**src/rtl/snake_round_sequencer.sv**
```systemverilog
// snake_round_sequencer
// Central controller for the two-snake game. Generates per-snake move strobes at the
// base or powered rate and runs the round sequence move -> settle frame -> scan frame ->
// evaluate. It arbitrates the single food item between the snakes and owns the lengths,
// power counters and game-over/loser flags. Every output is driven straight from a flop,
// so each strobe appears in the cycle after the condition that causes it.
module snake_round_sequencer #(
    parameter int unsigned BASE_DIV    = 3600000,
    parameter int unsigned POWER_DIV   = 1800000,
    parameter int unsigned POWER_BONUS = 100,
    parameter int unsigned GROW_STEP   = 4,
    parameter int unsigned MAX_LEN     = 128
) (
    input  logic       clk,
    input  logic       rst,
    input  logic       start,
    input  logic       frame_done,
    input  logic       head_a_food,
    input  logic       head_b_food,
    input  logic       hit_a,
    input  logic       hit_b,
    input  logic       super_food,
    output logic       move_a,
    output logic       move_b,
    output logic       clear_flags,
    output logic       food_take,
    output logic       food_owner,
    output logic [6:0] length_a,
    output logic [6:0] length_b,
    output logic [6:0] power_a,
    output logic [6:0] power_b,
    output logic       game_over,
    output logic       red_died,
    output logic       blue_died
);

    typedef enum logic [2:0] {
        IDLE   = 3'd0,
        PLAY   = 3'd1,
        MOVE   = 3'd2,
        SETTLE = 3'd3,
        SCAN   = 3'd4,
        OVER   = 3'd5
    } state_t;

    localparam int unsigned BASE_W = (BASE_DIV > 1) ? $clog2(BASE_DIV) : 1;
    localparam int unsigned PWR_W  = (POWER_DIV > 1) ? $clog2(POWER_DIV) : 1;

    localparam logic [BASE_W-1:0] BASE_LAST = BASE_W'(BASE_DIV - 1);
    localparam logic [BASE_W-1:0] BASE_ONE  = BASE_W'(1);
    localparam logic [BASE_W-1:0] BASE_ZERO = {BASE_W{1'b0}};
    localparam logic [PWR_W-1:0]  PWR_LAST  = PWR_W'(POWER_DIV - 1);
    localparam logic [PWR_W-1:0]  PWR_ONE   = PWR_W'(1);
    localparam logic [PWR_W-1:0]  PWR_ZERO  = {PWR_W{1'b0}};

    // A snake only grows while the grown length still fits below MAX_LEN
    localparam logic [6:0] GROW_LIMIT = 7'(MAX_LEN - GROW_STEP);
    localparam logic [6:0] GROW_INC   = 7'(GROW_STEP);
    localparam logic [8:0] POWER_INC  = 9'(POWER_BONUS);

    // Power after a super-food eat, saturating at the 7-bit maximum
    function automatic logic [6:0] power_boost(input logic [6:0] p);
        logic [8:0] sum;
        sum = {2'b00, p} + POWER_INC;
        if (sum > 9'd127) begin
            power_boost = 7'd127;
        end else begin
            power_boost = sum[6:0];
        end
    endfunction

    // Length after a normal-food eat; a snake near capacity stays unchanged
    function automatic logic [6:0] length_grow(input logic [6:0] len);
        if (len < GROW_LIMIT) begin
            length_grow = len + GROW_INC;
        end else begin
            length_grow = len;
        end
    endfunction

    state_t            state_q, state_d;
    logic [BASE_W-1:0] base_cnt_q, base_cnt_d;
    logic [PWR_W-1:0]  pwr_cnt_q, pwr_cnt_d;
    logic              pend_a_q, pend_a_d;
    logic              pend_b_q, pend_b_d;
    logic              move_a_q, move_a_d;
    logic              move_b_q, move_b_d;
    logic              clear_flags_q, clear_flags_d;
    logic              food_take_q, food_take_d;
    logic              food_owner_q, food_owner_d;
    logic [6:0]        length_a_q, length_a_d;
    logic [6:0]        length_b_q, length_b_d;
    logic [6:0]        power_a_q, power_a_d;
    logic [6:0]        power_b_q, power_b_d;
    logic              game_over_q, game_over_d;
    logic              red_died_q, red_died_d;
    logic              blue_died_q, blue_died_d;
    logic              rr_pri_q, rr_pri_d;

    logic              running_s;
    logic              base_tick_s;
    logic              pwr_tick_s;
    logic              due_a_s;
    logic              due_b_s;
    logic              hold_s;
    logic              winner_s;

    // Tick decode: dividers only count while a round is in progress
    always_comb begin
        running_s   = (state_q != IDLE) && (state_q != OVER);
        base_tick_s = running_s && (base_cnt_q == BASE_LAST);
        pwr_tick_s  = running_s && (pwr_cnt_q == PWR_LAST);
        due_a_s     = (power_a_q != 7'd0) ? pwr_tick_s : base_tick_s;
        due_b_s     = (power_b_q != 7'd0) ? pwr_tick_s : base_tick_s;
    end

    // Next-state, round sequencing, food arbitration and scoring
    always_comb begin
        state_d       = state_q;
        base_cnt_d    = (!running_s || base_tick_s) ? BASE_ZERO : (base_cnt_q + BASE_ONE);
        pwr_cnt_d     = (!running_s || pwr_tick_s) ? PWR_ZERO : (pwr_cnt_q + PWR_ONE);
        pend_a_d      = pend_a_q | due_a_s;
        pend_b_d      = pend_b_q | due_b_s;
        move_a_d      = 1'b0;
        move_b_d      = 1'b0;
        clear_flags_d = 1'b0;
        food_take_d   = 1'b0;
        food_owner_d  = food_owner_q;
        length_a_d    = length_a_q;
        length_b_d    = length_b_q;
        power_a_d     = power_a_q;
        power_b_d     = power_b_q;
        game_over_d   = game_over_q;
        red_died_d    = red_died_q;
        blue_died_d   = blue_died_q;
        rr_pri_d      = rr_pri_q;
        winner_s      = 1'b0;
        hold_s        = 1'b0;

        case (state_q)
            IDLE: begin
                if (start) begin
                    state_d = PLAY;
                end else begin
                    state_d = IDLE;
                end
            end
            PLAY: begin
                // The move strobes carry the pends as they will stand in MOVE
                if (pend_a_q || pend_b_q) begin
                    state_d  = MOVE;
                    move_a_d = pend_a_q | due_a_s;
                    move_b_d = pend_b_q | due_b_s;
                end else begin
                    state_d = PLAY;
                end
            end
            MOVE: begin
                // Issued pends retire; a tick landing now re-arms for the next move
                state_d   = SETTLE;
                pend_a_d  = (pend_a_q & ~move_a_q) | due_a_s;
                pend_b_d  = (pend_b_q & ~move_b_q) | due_b_s;
                power_a_d = (move_a_q && (power_a_q != 7'd0)) ? (power_a_q - 7'd1) : power_a_q;
                power_b_d = (move_b_q && (power_b_q != 7'd0)) ? (power_b_q - 7'd1) : power_b_q;
            end
            SETTLE: begin
                if (frame_done) begin
                    state_d       = SCAN;
                    clear_flags_d = 1'b1;
                end else begin
                    state_d = SETTLE;
                end
            end
            SCAN: begin
                if (frame_done) begin
                    red_died_d  = red_died_q | hit_a;
                    blue_died_d = blue_died_q | hit_b;
                    if (head_a_food || head_b_food) begin
                        // A double hit goes to the favoured snake and flips the favour
                        if (head_a_food && head_b_food) begin
                            winner_s = rr_pri_q;
                            rr_pri_d = ~rr_pri_q;
                        end else begin
                            winner_s = head_b_food;
                        end
                        food_take_d  = 1'b1;
                        food_owner_d = winner_s;
                        if (winner_s) begin
                            if (super_food) begin
                                power_b_d = power_boost(power_b_q);
                            end else begin
                                length_b_d = length_grow(length_b_q);
                            end
                        end else begin
                            if (super_food) begin
                                power_a_d = power_boost(power_a_q);
                            end else begin
                                length_a_d = length_grow(length_a_q);
                            end
                        end
                    end else begin
                        food_take_d = 1'b0;
                    end
                    if (hit_a || hit_b) begin
                        state_d     = OVER;
                        game_over_d = 1'b1;
                    end else begin
                        state_d = PLAY;
                    end
                end else begin
                    state_d = SCAN;
                end
            end
            OVER: begin
                if (start) begin
                    state_d     = PLAY;
                    length_a_d  = 7'd1;
                    length_b_d  = 7'd1;
                    power_a_d   = 7'd0;
                    power_b_d   = 7'd0;
                    game_over_d = 1'b0;
                    red_died_d  = 1'b0;
                    blue_died_d = 1'b0;
                end else begin
                    state_d = OVER;
                end
            end
            default: begin
                state_d = IDLE;
            end
        endcase

        // Dividers and pends rest at zero whenever no round is running
        hold_s     = (state_d == IDLE) || (state_d == OVER);
        base_cnt_d = hold_s ? BASE_ZERO : base_cnt_d;
        pwr_cnt_d  = hold_s ? PWR_ZERO : pwr_cnt_d;
        pend_a_d   = hold_s ? 1'b0 : pend_a_d;
        pend_b_d   = hold_s ? 1'b0 : pend_b_d;
    end

    // State, counters and output registers with synchronous reset
    always_ff @(posedge clk) begin
        if (rst) begin
            state_q       <= IDLE;
            base_cnt_q    <= BASE_ZERO;
            pwr_cnt_q     <= PWR_ZERO;
            pend_a_q      <= 1'b0;
            pend_b_q      <= 1'b0;
            move_a_q      <= 1'b0;
            move_b_q      <= 1'b0;
            clear_flags_q <= 1'b0;
            food_take_q   <= 1'b0;
            food_owner_q  <= 1'b0;
            length_a_q    <= 7'd1;
            length_b_q    <= 7'd1;
            power_a_q     <= 7'd0;
            power_b_q     <= 7'd0;
            game_over_q   <= 1'b0;
            red_died_q    <= 1'b0;
            blue_died_q   <= 1'b0;
            rr_pri_q      <= 1'b0;
        end else begin
            state_q       <= state_d;
            base_cnt_q    <= base_cnt_d;
            pwr_cnt_q     <= pwr_cnt_d;
            pend_a_q      <= pend_a_d;
            pend_b_q      <= pend_b_d;
            move_a_q      <= move_a_d;
            move_b_q      <= move_b_d;
            clear_flags_q <= clear_flags_d;
            food_take_q   <= food_take_d;
            food_owner_q  <= food_owner_d;
            length_a_q    <= length_a_d;
            length_b_q    <= length_b_d;
            power_a_q     <= power_a_d;
            power_b_q     <= power_b_d;
            game_over_q   <= game_over_d;
            red_died_q    <= red_died_d;
            blue_died_q   <= blue_died_d;
            rr_pri_q      <= rr_pri_d;
        end
    end

    assign move_a      = move_a_q;
    assign move_b      = move_b_q;
    assign clear_flags = clear_flags_q;
    assign food_take   = food_take_q;
    assign food_owner  = food_owner_q;
    assign length_a    = length_a_q;
    assign length_b    = length_b_q;
    assign power_a     = power_a_q;
    assign power_b     = power_b_q;
    assign game_over   = game_over_q;
    assign red_died    = red_died_q;
    assign blue_died   = blue_died_q;

endmodule

```
**config.mk**
```make
export PLATFORM = sky130hd
export DESIGN_NAME = snake_round_sequencer
export DESIGN_NICKNAME = d
export VERILOG_FILES = /design/src/rtl/snake_round_sequencer.sv
export SDC_FILE = /design/constraint.sdc
export NUM_CORES = 1
export LEC_CHECK = 0
export CAP_MARGIN = 25
export CORE_UTILIZATION = 57
export DETAILED_ROUTE_END_ITERATION = 10
export PLACE_DENSITY = 0.81
export SYNTH_ARGS = -nofsm -noshare
export SYNTH_HDL_FRONTEND = slang
export SYNTH_SLANG_ARGS = --single-unit
```
**constraint.sdc**
```tcl
create_clock -name clk -period 2.2 [get_ports clk]
set_input_delay 0.44 -clock clk [delete_from_list [all_inputs] [get_ports clk]]
set_output_delay 0.44 -clock clk [all_outputs]
set_load 0.05 [all_outputs]
```
# ---- Word level (Yosys, flattened, before mapping)
# Cells that the tools add are included.
dict set report classes {
  add_sub_neg 8
  div_mod_pow 0
  n_eq_ne 21
  n_bitwise 16
  multipliers 0
  reduce_logical 34
  shift 0
  muxes 53
  n_lt_le_gt_ge 4
}
# cell n
set ops {}
lappend ops {{7-bit 2-to-1 mux} 24}
lappend ops {{7-bit case mux with 3 select lines} 2}
lappend ops {{7-bit case mux with 2 select lines} 2}
lappend ops {{7-bit AND reduction} 4}
lappend ops {{22-bit by 1-bit adder with 22-bit output (second input constant)} 1}
lappend ops {{22-bit equality test (second input constant)} 1}
lappend ops {{2-bit != test (second input constant)} 11}
lappend ops {{21-bit by 1-bit adder with 21-bit output (second input constant)} 1}
lappend ops {{21-bit equality test (second input constant)} 1}
lappend ops {{3-bit case mux with 6 select lines} 1}
lappend ops {{7-bit by 7-bit adder with 8-bit output (second input constant)} 2}
lappend ops {{8-bit by 7-bit > comparator with 1-bit output (second input constant)} 2}
lappend ops {{1-bit 2-to-1 mux} 16}
lappend ops {{7-bit by 3-bit adder with 7-bit output (second input constant)} 2}
lappend ops {{7-bit less-than comparator (second input constant)} 2}
lappend ops {{7-bit nonzero test} 2}
lappend ops {{7-bit by 1-bit subtractor with 7-bit output (second input constant)} 2}
lappend ops {{3-bit 2-to-1 mux} 4}
lappend ops {{3-bit OR reduction} 4}
lappend ops {{3-bit equality test (second input constant)} 3}
lappend ops {{1-bit inverter} 8}
lappend ops {{4-bit AND reduction} 2}
lappend ops {{3-bit by 2-bit equality test with 1-bit output (second input constant)} 2}
lappend ops {{1-bit logical AND} 6}
lappend ops {{other kinds (14)} 31}
dict set report totals {
  output_inout_bits 36
  in_bits 9
  reg_bits 85
  latch_bits 0
  word_cells 154
  memories 0
  ram_bits 0
  mem_bits_ro 0
}

# ---- Logic depth before layout (Yosys ltp)
dict set report logic_depth {
  depth_word 9
  ltp_mapped 9
  depth_no_buf 8
}

# ---- Least setup slack after synthesis
# No wires, ideal clock.
dict set report synth_path {
  path_kind {flip-flop to flip-flop}
  startpoint {register power_b_q[2] (netlist: power_b[2])}
  endpoint {register power_b_q[3] (netlist: power_b[3])}
  n_path_buf 0
  t_required_ps 2072
  setup_time_ps 128
  arrival_time_ps 2110
  stages_incl_launch_ff 9
  synth_period_minus_slack_ps 2238
  slack_ps -38
  cell_sequence {dfxtp_1 inv_1 ha_1 nand2_1 o21ai_0 a221oi_2 o21ai_0 a22oi_1 nor2_1}
}
dict set report synth_between {
  elab_chain_cells 8
  elab_cells_between_ends 14
  classes_between {add/sub: 2; order compare: 1; eq/ne: 1; mux: 7; reduce/logical: 3}
}
# element line_no
set synth_rtl {}
lappend synth_rtl {{start: declaration} 94} ;# logic [6:0] power_b_q, power_b_d;
lappend synth_rtl {{start signal: assignment} 276} ;# power_b_q <= power_b_d;
lappend synth_rtl {{7-bit by 7-bit adder with 8-bit output} 64} ;# sum = {2'b00, p} + POWER_INC;
lappend synth_rtl {{8-bit by 7-bit > comparator with 1-bit output} 65} ;# if (sum > 9'd127) begin
lappend synth_rtl {{7-bit 2-to-1 mux} 65}
lappend synth_rtl {{7-bit 2-to-1 mux} 189} ;# if (super_food) begin
lappend synth_rtl {{7-bit 2-to-1 mux} 188} ;# if (winner_s) begin
lappend synth_rtl {{7-bit 2-to-1 mux} 178} ;# if (head_a_food || head_b_food) begin
lappend synth_rtl {{7-bit 2-to-1 mux} 175} ;# if (frame_done) begin
lappend synth_rtl {{7-bit case mux with 3 select lines} 140} ;# case (state_q)
# Several ways; a longest one is shown, not always the timed one. The select of a mux whose other input is x is not followed.
# A chain may end at the register's enable or synchronous reset.

# ---- Final worst setup path
dict set report layout_path {
  startpoint {register power_a_q[2] (netlist: power_a[2])}
  endpoint {output port power_a[2]}
}
# element line_no
set layout_lines {}
lappend layout_lines {{start: declaration} 93} ;# logic [6:0] power_a_q, power_a_d;
lappend layout_lines {{start signal: assignment} 275} ;# power_a_q <= power_a_d;
lappend layout_lines {{end: declaration} 30} ;# output logic [6:0] power_a,
# No word-level cell between the ends.

==> flow_summary_export.csv <==
group,metric,value,unit
layout,antennaDiodeCount,0,
power_and_ir_drop,power_density,575,nW/um2
timing,slew-limit-headroom,58.7,%
cts,h-tree-depth,3,
power_and_ir_drop,p_switching,0.704,mW
timing,finalHoldViolations,0,
synthesis,yosysSeqAreaShare,39.5,%
status,status,"completed",
cts,clkTransAtPathRegs,0.10,ns
timing,setup_slack,0.0823,ns
drt,post_drt_wl_per_cell,14.3,um
timing,fmax,0.472,GHz
floorplan,rows,30,
placed_design,dpl.cell_count,648,
drt,drc_errors,0,
synthesis,synthesis.area,4210,um2
cts,clock_path_buffers,2,
setup_path,critPathSlowestCell,"clkdlybuf4s50_1",
floorplan,die-area,7740,um2
flow_run,maxCapViolations,0,
setup_path,crit_arrival,1.68,ns
setup_path,cpPeakStageDelay,0.85,ns
setup_path,worstSetupPathType,"reg2out",
synthesis,async_flop_share,0,%
floorplan,dieHeight,88.0,um
global_route,grt_pass1_vias,3400,
placed_design,gp_congestion,0.864,
layout,layout.cells.non_filler,664,
synthesis,ys_types,58,
global_route,grt_max_degree,44,
cts,clock_sinks,83,
cts,cts_made_buffers,9,
timing,fin_crit_sh,96.3,%
placed_design,dp_hpwl,6660,um
setup_path,critPathRequiredTime,1.76,ns
global_route,gr-total-overflow,0,
timing,worst_slew_pin_slew,0.618,ns
drt,dr.first_iter.drc_count,209,
cts,clk_latency,0.37,ns
cts,cts_tree,"yes",
setup_path,start_kind,"register",
setup_path,path_cells,"clkdlybuf4s50_1",
setup_path,crit_family,"buffers and inverters",
synthesis,synthFlopType,"dfxtp_1",
drt,ant_nets,0,
power_and_ir_drop,clockPowerShare,43.2,%
floorplan,core,6980,um2
global_route,grt.total_usage,25.9,%
cts,holdBufCountCts,0,
drt,num_vias,3821,
global_route,antenna_found_initial,0,
power_and_ir_drop,peakVddDrop,429,uV
layout,postLayoutCellArea,5090,um2
synthesis,synth.avg_cell_area,8.37,um2
placed_design,portBuffers,42,
setup_path,cp_max_fo,8,
synthesis,synth_edf_count,0,
placed_design,placed_area,4850,um2
drt,viasPerCell,5.75,
timing,setup_viol,0,
layout,syn_to_final_growth,20.8,%
setup_path,cp_num_buf_inv,1,
global_route,grt_first_pass_wirelength,15700,um
power_and_ir_drop,p_int,2.22,mW
timing,fin_crit,2.12,ns
setup_path,critPathCaptureType,"output port",
floorplan,die_x,88.0,um
layout,fillCellCount,537,
layout,fin_nets,584,
synthesis,yosysWarningCount,0,
synthesis,synth-seq-cells,83,
layout,drive_gt1_share,10.9,%
synthesis,syn_inst,503,
power_and_ir_drop,pwr-share-comb,5.1,%
power_and_ir_drop,finalPower,2.92,mW
layout,final_util,72.9,%
floorplan,ios,45,
cts,cts_root_buf,"clkbuf_8",
hold_path,hold_path.class,"reg2reg",
drt,drt_wl_total,9510,um
timing,slew_viol_final,0,
timing,clock_skew,0.0120,ns
drt,dr.pass1.iters,4,
floorplan,start_util,60.3,%
power_and_ir_drop,seq_power_share,51.7,%
timing,rsz0062_at_grt,"no",
placed_design,pre_cts_ws,-0.196,ns
power_and_ir_drop,netSwitchingFraction,24.1,%
power_and_ir_drop,leakagePower,1.79,nW
==> per-stage QoR <==
step / hold WS (ns) / setup TNS, ns
floorplan: 0.420 / 0
global placement: 0.433 / -3.26
detailed placement: 0.435 / -6.21
CTS: 0.460 / 0
global route: 0.483 / 0
finish: 0.461 / 0
==> cell usage after synthesis (all sizes together) (6+ instances only) <==
master,n,area [um2]
or3,9,56.3
nand4,13,81.3
xnor2,14,123
and3,7,43.8
a21oi,28,140
buf,15,113
inv,16,60.1
clkbuf,11,45.0
nor4,6,37.5
o21ai,22,110
dfxtp,83,1660
nor2,45,169
ha,12,150
xor2,36,315
nor3,55,275
nand2,43,161
nand3,23,115
==> per-layer routing <==
metal  vias to the layer above  part of all wire [%]  global-route usage (%)
li1                       1909                     -                       -
met1                      1799                    45                    32.7
met2                        94                    49                    42.8
met3                        19                   4.8                    7.35
met4                         0                   1.5                    8.05
met5                         -                     0                       0
==> placed cells by master, fill, tap and decap left out, drive strengths merged, types with 22 or more instances in the layout <==
cell	instances
nor2	45
nand3	23
a21oi	28
nand2	43
clkdlybuf4s50	41
buf	32
o21ai	22
xor2	36
nor3	55
dfxtp	83
==> final timing paths <==
kind,cells past startpoint,start,end,slack [ns]
max,1,power_a[2],power_a[2],0.08
min reg2reg,1,base_cnt_q[0],base_cnt_q[0],0.46
max reg2reg,6,state_q[1],power_a[6],0.08
min,1,base_cnt_q[0],base_cnt_q[0],0.46
==> state kept, by name (all words and copies together), names as in the netlist, 3 cells and up <==
signal and cells:
base_cnt_q 22, length_a 6, length_b 6, power_a 7
power_b 7, pwr_cnt_q 21, state_q 3
==> power by group through the flow <==
stage / clock [mW] / sequential, mW / combinational, mW
finish: 1.26 / 1.51 / 0.149
global route: 1.35 / 1.51 / 0.162
CTS: 1.28 / 1.51 / 0.148
detailed placement: 0 / 1.55 / 0.147
global placement: 0 / 1.55 / 0.145
floorplan: 0 / 1.54 / 0.103
==> cell families (layout without fill, tap and decap cells) <==
family                   Yosys count  count (layout)  share of synthesized area [%]
buffers and inverters             42             106                           5.17
adder cells (fa/ha/maj)           12              12                           3.56
AO/OA/AOI/OAI                     85              85                           13.4
flip-flops                        83              83                           39.5
multiplexers                       2               2                          0.475
other                              1               2                         0.0890
AND/OR/NAND/NOR                  228             228                           27.5
XOR/XNOR                          50              50                           10.4
==> repair_timing <==
item	CTS	global route
setup endpoints to repair	0	23
resized for setup	0	2
buffers inserted	0	0
==> layout make-up <==
class                           instances  area (um2)  area share (%)
Inverter                               16        60.1            1.18
Clock buffer                            9         124            2.43
Multi-Input combinational cell        379        2340            45.9
Timing Repair Buffer                   74         676            13.3
Tap cell                               96         120            2.36
Sequential cell                        83        1670            32.7
Clock inverter                          7         106            2.09
Power figures use the tool's default switching activity.
